$ cat src/rtl/cc_deserializer.sv
// Collects an 8-beat critical-word-first read burst into a 512-bit line and pushes
// {offset, line} into the line-fill FIFO. Define CC_DESERIALIZER_RLAST_CHECK_EN to flag rlast framing errors.
module cc_deserializer (
  input  logic         clk,
  input  logic         rst_n,
  input  logic         req_valid_i,
  input  logic [5:0]   req_offset_i,
  output logic         req_ready_o,
  input  logic [63:0]  mem_rdata_i,
  input  logic         mem_rlast_i,
  input  logic         mem_rvalid_i,
  output logic         mem_rready_o,
  input  logic         fifo_full_i,
  output logic         fifo_wren_o,
  output logic [517:0] fifo_wdata_o,
  output logic         error_o
);
  localparam int NUM_WORDS = 8;
  localparam int WORD_W    = 64;

  typedef enum logic [1:0] {IDLE, COLLECT, PUSH} state_e;

  state_e                              state_q, state_d;
  logic [2:0]                          cnt_q, cnt_d;
  logic [5:0]                          off_q, off_d;
  logic [NUM_WORDS-1:0][WORD_W-1:0]    word_q;
  logic                                beat_hs;
  logic [2:0]                          wr_idx;

  assign beat_hs = mem_rvalid_i & mem_rready_o;
  // 3-bit add wraps the burst around the line starting at the critical word
  assign wr_idx  = off_q[5:3] + cnt_q;

  always_comb begin
    state_d      = state_q;
    cnt_d        = cnt_q;
    off_d        = off_q;
    req_ready_o  = 1'b0;
    mem_rready_o = 1'b0;
    fifo_wren_o  = 1'b0;
    case (state_q)
      IDLE: begin
        req_ready_o = 1'b1;
        if (req_valid_i) begin
          off_d   = req_offset_i;
          cnt_d   = 3'd0;
          state_d = COLLECT;
        end
      end
      COLLECT: begin
        mem_rready_o = 1'b1;
        if (mem_rvalid_i) begin
          cnt_d = cnt_q + 3'd1;
          if (cnt_q == 3'd7) state_d = PUSH;
        end
      end
      PUSH: begin
        fifo_wren_o = ~fifo_full_i;
        if (!fifo_full_i) state_d = IDLE;
      end
      default: state_d = IDLE;
    endcase
  end

  always_ff @(posedge clk) begin
    if (!rst_n) begin
      state_q <= IDLE;
      cnt_q   <= 3'd0;
      off_q   <= 6'd0;
      word_q  <= '0;
    end else begin
      state_q <= state_d;
      cnt_q   <= cnt_d;
      off_q   <= off_d;
      if (beat_hs) word_q[wr_idx] <= mem_rdata_i;
    end
  end

  assign fifo_wdata_o = {off_q, word_q};

`ifdef CC_DESERIALIZER_RLAST_CHECK_EN
  logic err_q;
  // rlast must coincide exactly with the 8th beat
  always_ff @(posedge clk) begin
    if (!rst_n)                                          err_q <= 1'b0;
    else if (beat_hs && (mem_rlast_i != (cnt_q == 3'd7))) err_q <= 1'b1;
  end
  assign error_o = err_q;
`else
  logic unused_rlast;
  assign unused_rlast = mem_rlast_i;
  assign error_o      = 1'b0;
`endif
endmodule
$ cat config.mk
export PLATFORM = sky130hd
export DESIGN_NAME = cc_deserializer
export DESIGN_NICKNAME = d
export VERILOG_FILES = /design/src/rtl/cc_deserializer.sv
export SDC_FILE = /design/constraint.sdc
export NUM_CORES = 1
export LEC_CHECK = 0
export ABC_AREA = 1
export BUFFER_PORTS_ARGS = -buffer_cell sky130_fd_sc_hd__buf_2
export CORE_AREA = 2 2 230 232
export CTS_BUF_LIST = sky130_fd_sc_hd__clkbuf_8
export DETAILED_ROUTE_END_ITERATION = 8
export DIE_AREA = 0 0 232 234
export HOLD_SLACK_MARGIN = 0.05
export PLACE_DENSITY = 0.73
export SETUP_SLACK_MARGIN = 0.15
export SYNTH_ARGS = -nofsm -noshare
export SYNTH_HDL_FRONTEND = slang
export SYNTH_SLANG_ARGS = --single-unit
$ cat constraint.sdc
create_clock -name clk -period 3.3 [get_ports clk]
set_input_delay 0.165 -clock clk [delete_from_list [all_inputs] [get_ports clk]]
set_output_delay 0.165 -clock clk [all_outputs]
set_load 0.1 [all_outputs]
== Yosys cells after proc, flatten, opt, wreduce, memory -nomap -nowiden ==
Index checks and enable logic that the tools add are counted.
Widths: inputs -> output; s select.
Cells by class
  mux-type cells: 14
  order comparisons: 2
  equality and inequality tests: 7
  add/sub/neg operators: 2
  reductions and logical operators: 6
  bitwise gates (word level): 2
Operators by type and width (number)
  $bwmux 512: 1
  $demux 64 s3: 1
  $mux 64: 1
  $mux 2: 4
  $ne 2x2->1 const B: 4
  $mux 3: 2
  $pmux 2 s3: 1
  $pmux 3 s2: 1
  $lt 3x4->1 const B: 1
  $reduce_and 4->1: 1
  $add 3x1->3 const B: 1
  $add 3x3->3: 1
  $eq 3x3->1 const B: 1
  $ge 3x1->1 const B: 1
  $mux 1: 3
  $reduce_and 3->1: 1
  $eq 2x1->1 const B: 1
  $eq 2x2->1 const B: 1
  $logic_not 2->1: 1
  $reduce_and 2->1: 1
  $reduce_bool 2->1: 1
  $and 1x1->1: 1
  $logic_and 1x1->1: 1
  $not 1->1: 1
Storage, ports and cells
  input bits: 76
  output and inout port bits: 522
  register bits: 523
  logic and storage cells: 44

== Longest topological paths before layout ==
  depth in word-level cells: 6
  depth in mapped cells: 11

== Least setup slack after synthesis ==
No wires, ideal clock.
  path kind: flip-flop to flip-flop
  from: register off_q[3]
  to: register word_q, in the netlist fifo_wdata_o[175]
  required time: 3.190 ns
  period minus slack after synthesis: 2.881 ns
  library setup time: 0.110 ns
  cell stages (with the launch flop): 11
  data arrival time: 2.771 ns
  setup slack: 0.419 ns
  path buffers: 3
  cells stage by stage: dfxtp_1 -> ha_1 -> inv_1 -> fa_1 -> buf_2 -> inv_2 -> buf_1 -> buf_1 -> nand4_1 -> nand2_1 -> nor2_1
On the way
  cells in the longest elaborated chain, start to end: 6
  elaborated cells between the ends (all ways): 7
  classes of those cells: 1 x add/sub; 2 x order compare; 3 x mux; 1 x reduce/logical
Ends and longest elaborated chain
  start: declaration: RTL line 25  | logic [5:0] off_q, off_d;
  start signal: assignment: RTL line 69  | off_q <= 6'd0;
  start signal: assignment: RTL line 74  | off_q <= off_d;
  $add 3x3->3 (*): RTL line 32  | assign wr_idx = off_q[5:3] + cnt_q;
  $lt 3x4->1 (implied by the code) / $ge 3x1->1 (equally long branches): RTL line 75  | if (beat_hs) word_q[wr_idx] <= mem_rdata_i;
  $logic_and 1x1->1 (implied by the code): RTL line 75
  $mux 64 (implied by the code): RTL line 75
  $demux 64 s3 (*): RTL line 75
  $bwmux 512 (*): RTL line 75
  end signal: indexed assignment: RTL line 75
  end: declaration: RTL line 26  | logic [NUM_WORDS-1:0][WORD_W-1:0] word_q;
Every way passes the cells marked *; elsewhere a longest branch is shown, timed or not.
A chain may end at the register's enable or synchronous reset.

== Final worst setup path ==
  from: register cnt_q[0]
  to: register word_q, in the netlist fifo_wdata_o[145]
On the way
  cells in the longest elaborated chain, start to end: 6
  elaborated cells between the ends (all ways): 7
  classes of those cells: 1 x add/sub; 2 x order compare; 3 x mux; 1 x reduce/logical
Ends and longest elaborated chain
  start: declaration: RTL line 24  | logic [2:0] cnt_q, cnt_d;
  start signal: assignment: RTL line 73  | cnt_q <= cnt_d;
  $add 3x3->3 (*): RTL line 32
  $lt 3x4->1 (implied by the code) / $ge 3x1->1 (equally long branches): RTL line 75
  $logic_and 1x1->1 (implied by the code): RTL line 75
  $mux 64 (implied by the code): RTL line 75
  $demux 64 s3 (*): RTL line 75
  $bwmux 512 (*): RTL line 75
Marked as above.

==> flow_summary.yaml <==
floorplan:
  die_w_um: 232
  start_util_pct: 48.33
  std_cell_rows: 84
  coreArea_um2: 52020
  die_h_um: 234
  pin_count: 598
  dieArea_um2: 54290
logic_synthesis:
  synth_top_family_by_area: "simple AND/OR/NAND/NOR gates"
  synth_compound_area_share_pct: 0.3384
  synthXorXnorAreaFrac_pct: 0
  synth.cell_area_um2: 25150
  ys_seq_area_share_pct: 41.64
  synth-seq-cells: 523
  synthCells: 4008
  synthMuxAreaShare_pct: 0
  ys_warn_count: 0
  synth.distinct_cells: 22
  syn_area_per_cell_um2: 6.274
  synth-simple-area-share_pct: 36.54
  synth_fa_ha_area_share_pct: 0.2289
  syn-num-nets: 4088
routing:
  routed-via-count: 25639
  drt_iter0_markers: 2251
  drt-total-wl_um: 85480
  ant_nets: 0
  routedWlPerCell_um: 16.13
  dr.pass1.iters: 7
  via_per_inst: 4.837
  drc: 0
worst_setup_path:
  crit_arrival_ns: 3.33
  slowest_delay_ns: 0.75
  cp_cell_sequence: "ha_1, inv_1, fa_4, inv_8, nand3_4, buf_12, nand2_1, inv_1, nor2_1"
  critPathMostFrequentCell: "inv_1"
  critical_path.startpoint_type: "flop"
  crit_fanout: 30
  required_ns: 3.90
  cp-end-kind: "flop"
  worst-path-buf-inv: 4
  path_class: "flop to flop"
  critPathSlowestCell: "fa_4"
  critical-path-top-delay-family: "adder cells"
timing:
  finalHoldViolCount: 0
  final-max-slew-violation-count: 0
  period_needed_ns: 2.738
  setup_tns_ns: 0
  setup_viol: 0
  setup_slack_ns: 0.5618
  rsz0062_at_grt: "no"
  final.setup_skew_ns: 0.02957
  timing.final.crit_share_pct: 82.97
  max_freq_mhz: 365.2
  tightestPinTransition_ns: 1.030
  slew_headroom_pct: 31.36
cells_and_area:
  final_core_util_pct: 59.61
  layout-drive-gt1-share_pct: 17.00
  antenna_cells: 0
  nNetsFinal: 4629
  area_growth_pct: 23.33
grt:
  grt_max_degree: 134
  antenna_found_initial: 0
  grt_pass1_wl_um: 130300
  grt_pass1_vias: 23212
  globalRouteOverflowTotal: 0
  grt_use_total_pct: 30.29
placed_design:
  pre_cts_ws_ns: 0.5830
  place_congestion: 0.8678
  hpwlAfterDp_um: 52120
  io_buffers: 595
clock_tree:
  htreeDepth: 3
  clock_path_buffers: 3
  clk_latency_ns: 0.68
  cts.sinks: 523
  cts_buffers: 92
  cts_tree: "done"
  clk_pin_slew_ns: 0.06
  post_cts_buffers: 0
  cts_root_buffer: "clkbuf_8"
pwr:
  ir_drop_mv: 0.3262
  combPwrFrac_pct: 21.8
  p_sw_mw: 5.644
  power.density_nw_per_um2: 512.2
  p_clk_share_pct: 36.8
  p_seq_share_pct: 41.4
  p_int_mw: 10.24
  leakagePower_nw: 16.92
  netSwitchingFraction_pct: 35.53
worst_hold_path:
  hold_path.class: "input pin to flop"
flow_run:
  maxCapViolCount: 0
outcome:
  status: "finished, final reports clean"
==> placed cells by master (no fill, tap or decap) <==
| cell type | n |
|---|---|
| fa_4 | 1 |
| buf_8 | 1 |
| inv_6 | 2 |
| inv_1 | 1131 |
| nor3_1 | 1 |
| a211oi_1 | 1 |
| nand4_1 | 512 |
| nand3_4 | 8 |
| nor2_1 | 524 |
| inv_8 | 1 |
| a21oi_1 | 6 |
| o21a_1 | 1 |
| clkinvlp_4 | 3 |
| buf_4 | 31 |
| nand2_8 | 1 |
| nor2_4 | 2 |
| nand3_1 | 2 |
| nand3_2 | 1 |
| dlygate4sd3_1 | 82 |
| nand2_4 | 1 |
| ha_1 | 3 |
| o21ai_0 | 8 |
| clkinv_2 | 8 |
| conb_1 | 1 |
| inv_2 | 2 |
| buf_2 | 594 |
| clkbuf_8 | 112 |
| nand2_1 | 1034 |
| dfxtp_1 | 523 |
| buf_12 | 15 |
| bufinv_16 | 1 |
==> per-layer routing <==
metal	track usage (%)	part of all wire (%)
met1	38.00	40
met4	15.16	4.7
met5	0	0
met3	8.354	10
met2	47.92	45
==> area by class of cell <==
cell class | count | area, um2
timing repair buffer | 723 | 4342
inverter | 1102 | 4144
fill | 4885 | 21010
tap | 688 | 860.8
multi-input combinational | 2107 | 9424
clock buffer | 112 | 1541
clock inverter | 46 | 230.2
sequential | 523 | 10470
==> power groups by stage <==
stage / Clock, mW / Sequential (mW) / Combinational [mW]
after global routing: 6.18 / 6.59 / 3.67
after CTS: 5.91 / 6.58 / 3.43
after floorplan: 0 / 7.88 / 1.43
final: 5.84 / 6.58 / 3.46
after detailed placement: 0 / 6.71 / 3.34
after global placement: 0 / 6.71 / 3.34
==> cell usage after synthesis <==
cell type | instances | area share, %
a211oi_1 | 1 | 0.030
a21oi_1 | 6 | 0.12
buf_1 | 56 | 0.84
buf_2 | 131 | 2.6
buf_4 | 1 | 0.030
clkbuf_1 | 88 | 1.3
conb_1 | 1 | 0.015
dfxtp_1 | 523 | 42
fa_1 | 1 | 0.080
ha_1 | 3 | 0.15
inv_1 | 1099 | 16
inv_2 | 3 | 0.045
nand2_1 | 1035 | 15
nand2_2 | 1 | 0.025
nand3_1 | 2 | 0.040
nand3_2 | 9 | 0.36
nand4_1 | 512 | 13
nor2_1 | 524 | 7.8
nor2_4 | 2 | 0.090
nor3_1 | 1 | 0.020
o21a_1 | 1 | 0.030
o21ai_0 | 8 | 0.16
==> metrics by stage <==
step                      hold WS, ns  cells  cell area (um2)  power (mW)
after floorplan                0.3115   4008            25150       9.303
after global routing           0.2290   5301            31010       16.45
final                          0.2397   5301            31010       15.89
after CTS                      0.1030   5301            31010       15.92
after global placement         0.4159   5061            28420       10.05
after detailed placement       0.4217   5061            28420       10.05
==> flip-flops by register name (all words and copies together) (netlist names) <==
signal and count:
state_q 2, cnt_q 3, off_q 6, fifo_wdata_o 512
==> logic make-up after synthesis <==
family                     count (synthesis)
and+or+nand+nor                         2086
buffers and inverters                   1378
DFF                                      523
AOI/OAI and AO/OA                         16
adders and majority gates                  4
other                                      1
==> worst paths after layout <==
| kind | depth (start not counted) | start | endpoint | slack [ns] |
|---|---|---|---|---|
| setup / recovery | 9 | cnt_q[0]$_SDFFE_PN0P_ | fifo_wdata_o[145]$_SDFFE_PN0P_ | 0.56 |
| hold / removal | 4 | req_valid_i | off_q[3]$_SDFFE_PN0P_ | 0.24 |
| setup reg to reg | 9 | cnt_q[0]$_SDFFE_PN0P_ | fifo_wdata_o[145]$_SDFFE_PN0P_ | 0.56 |
| hold reg to reg | 2 | off_q[0]$_SDFFE_PN0P_ | off_q[0]$_SDFFE_PN0P_ | 0.48 |
==> repair_timing <==
item | 4_1_cts | 5_1_grt
hold buffers | 82 | 0
resized for setup | 0 | 0
endpoints found under the hold margin | 517 | 0
==> worst register-to-register path, stage by stage (launching register included) <==
cell and delay, ns:
dfxtp_1 0.38, ha_1 0.16, inv_1 0.05, fa_4 0.75
inv_8 0.28, nand3_4 0.45, buf_12 0.36, nand2_1 0.12
inv_1 0.04, nor2_1 0.09
No activity file was read; power rests on OpenSTA's default activity.
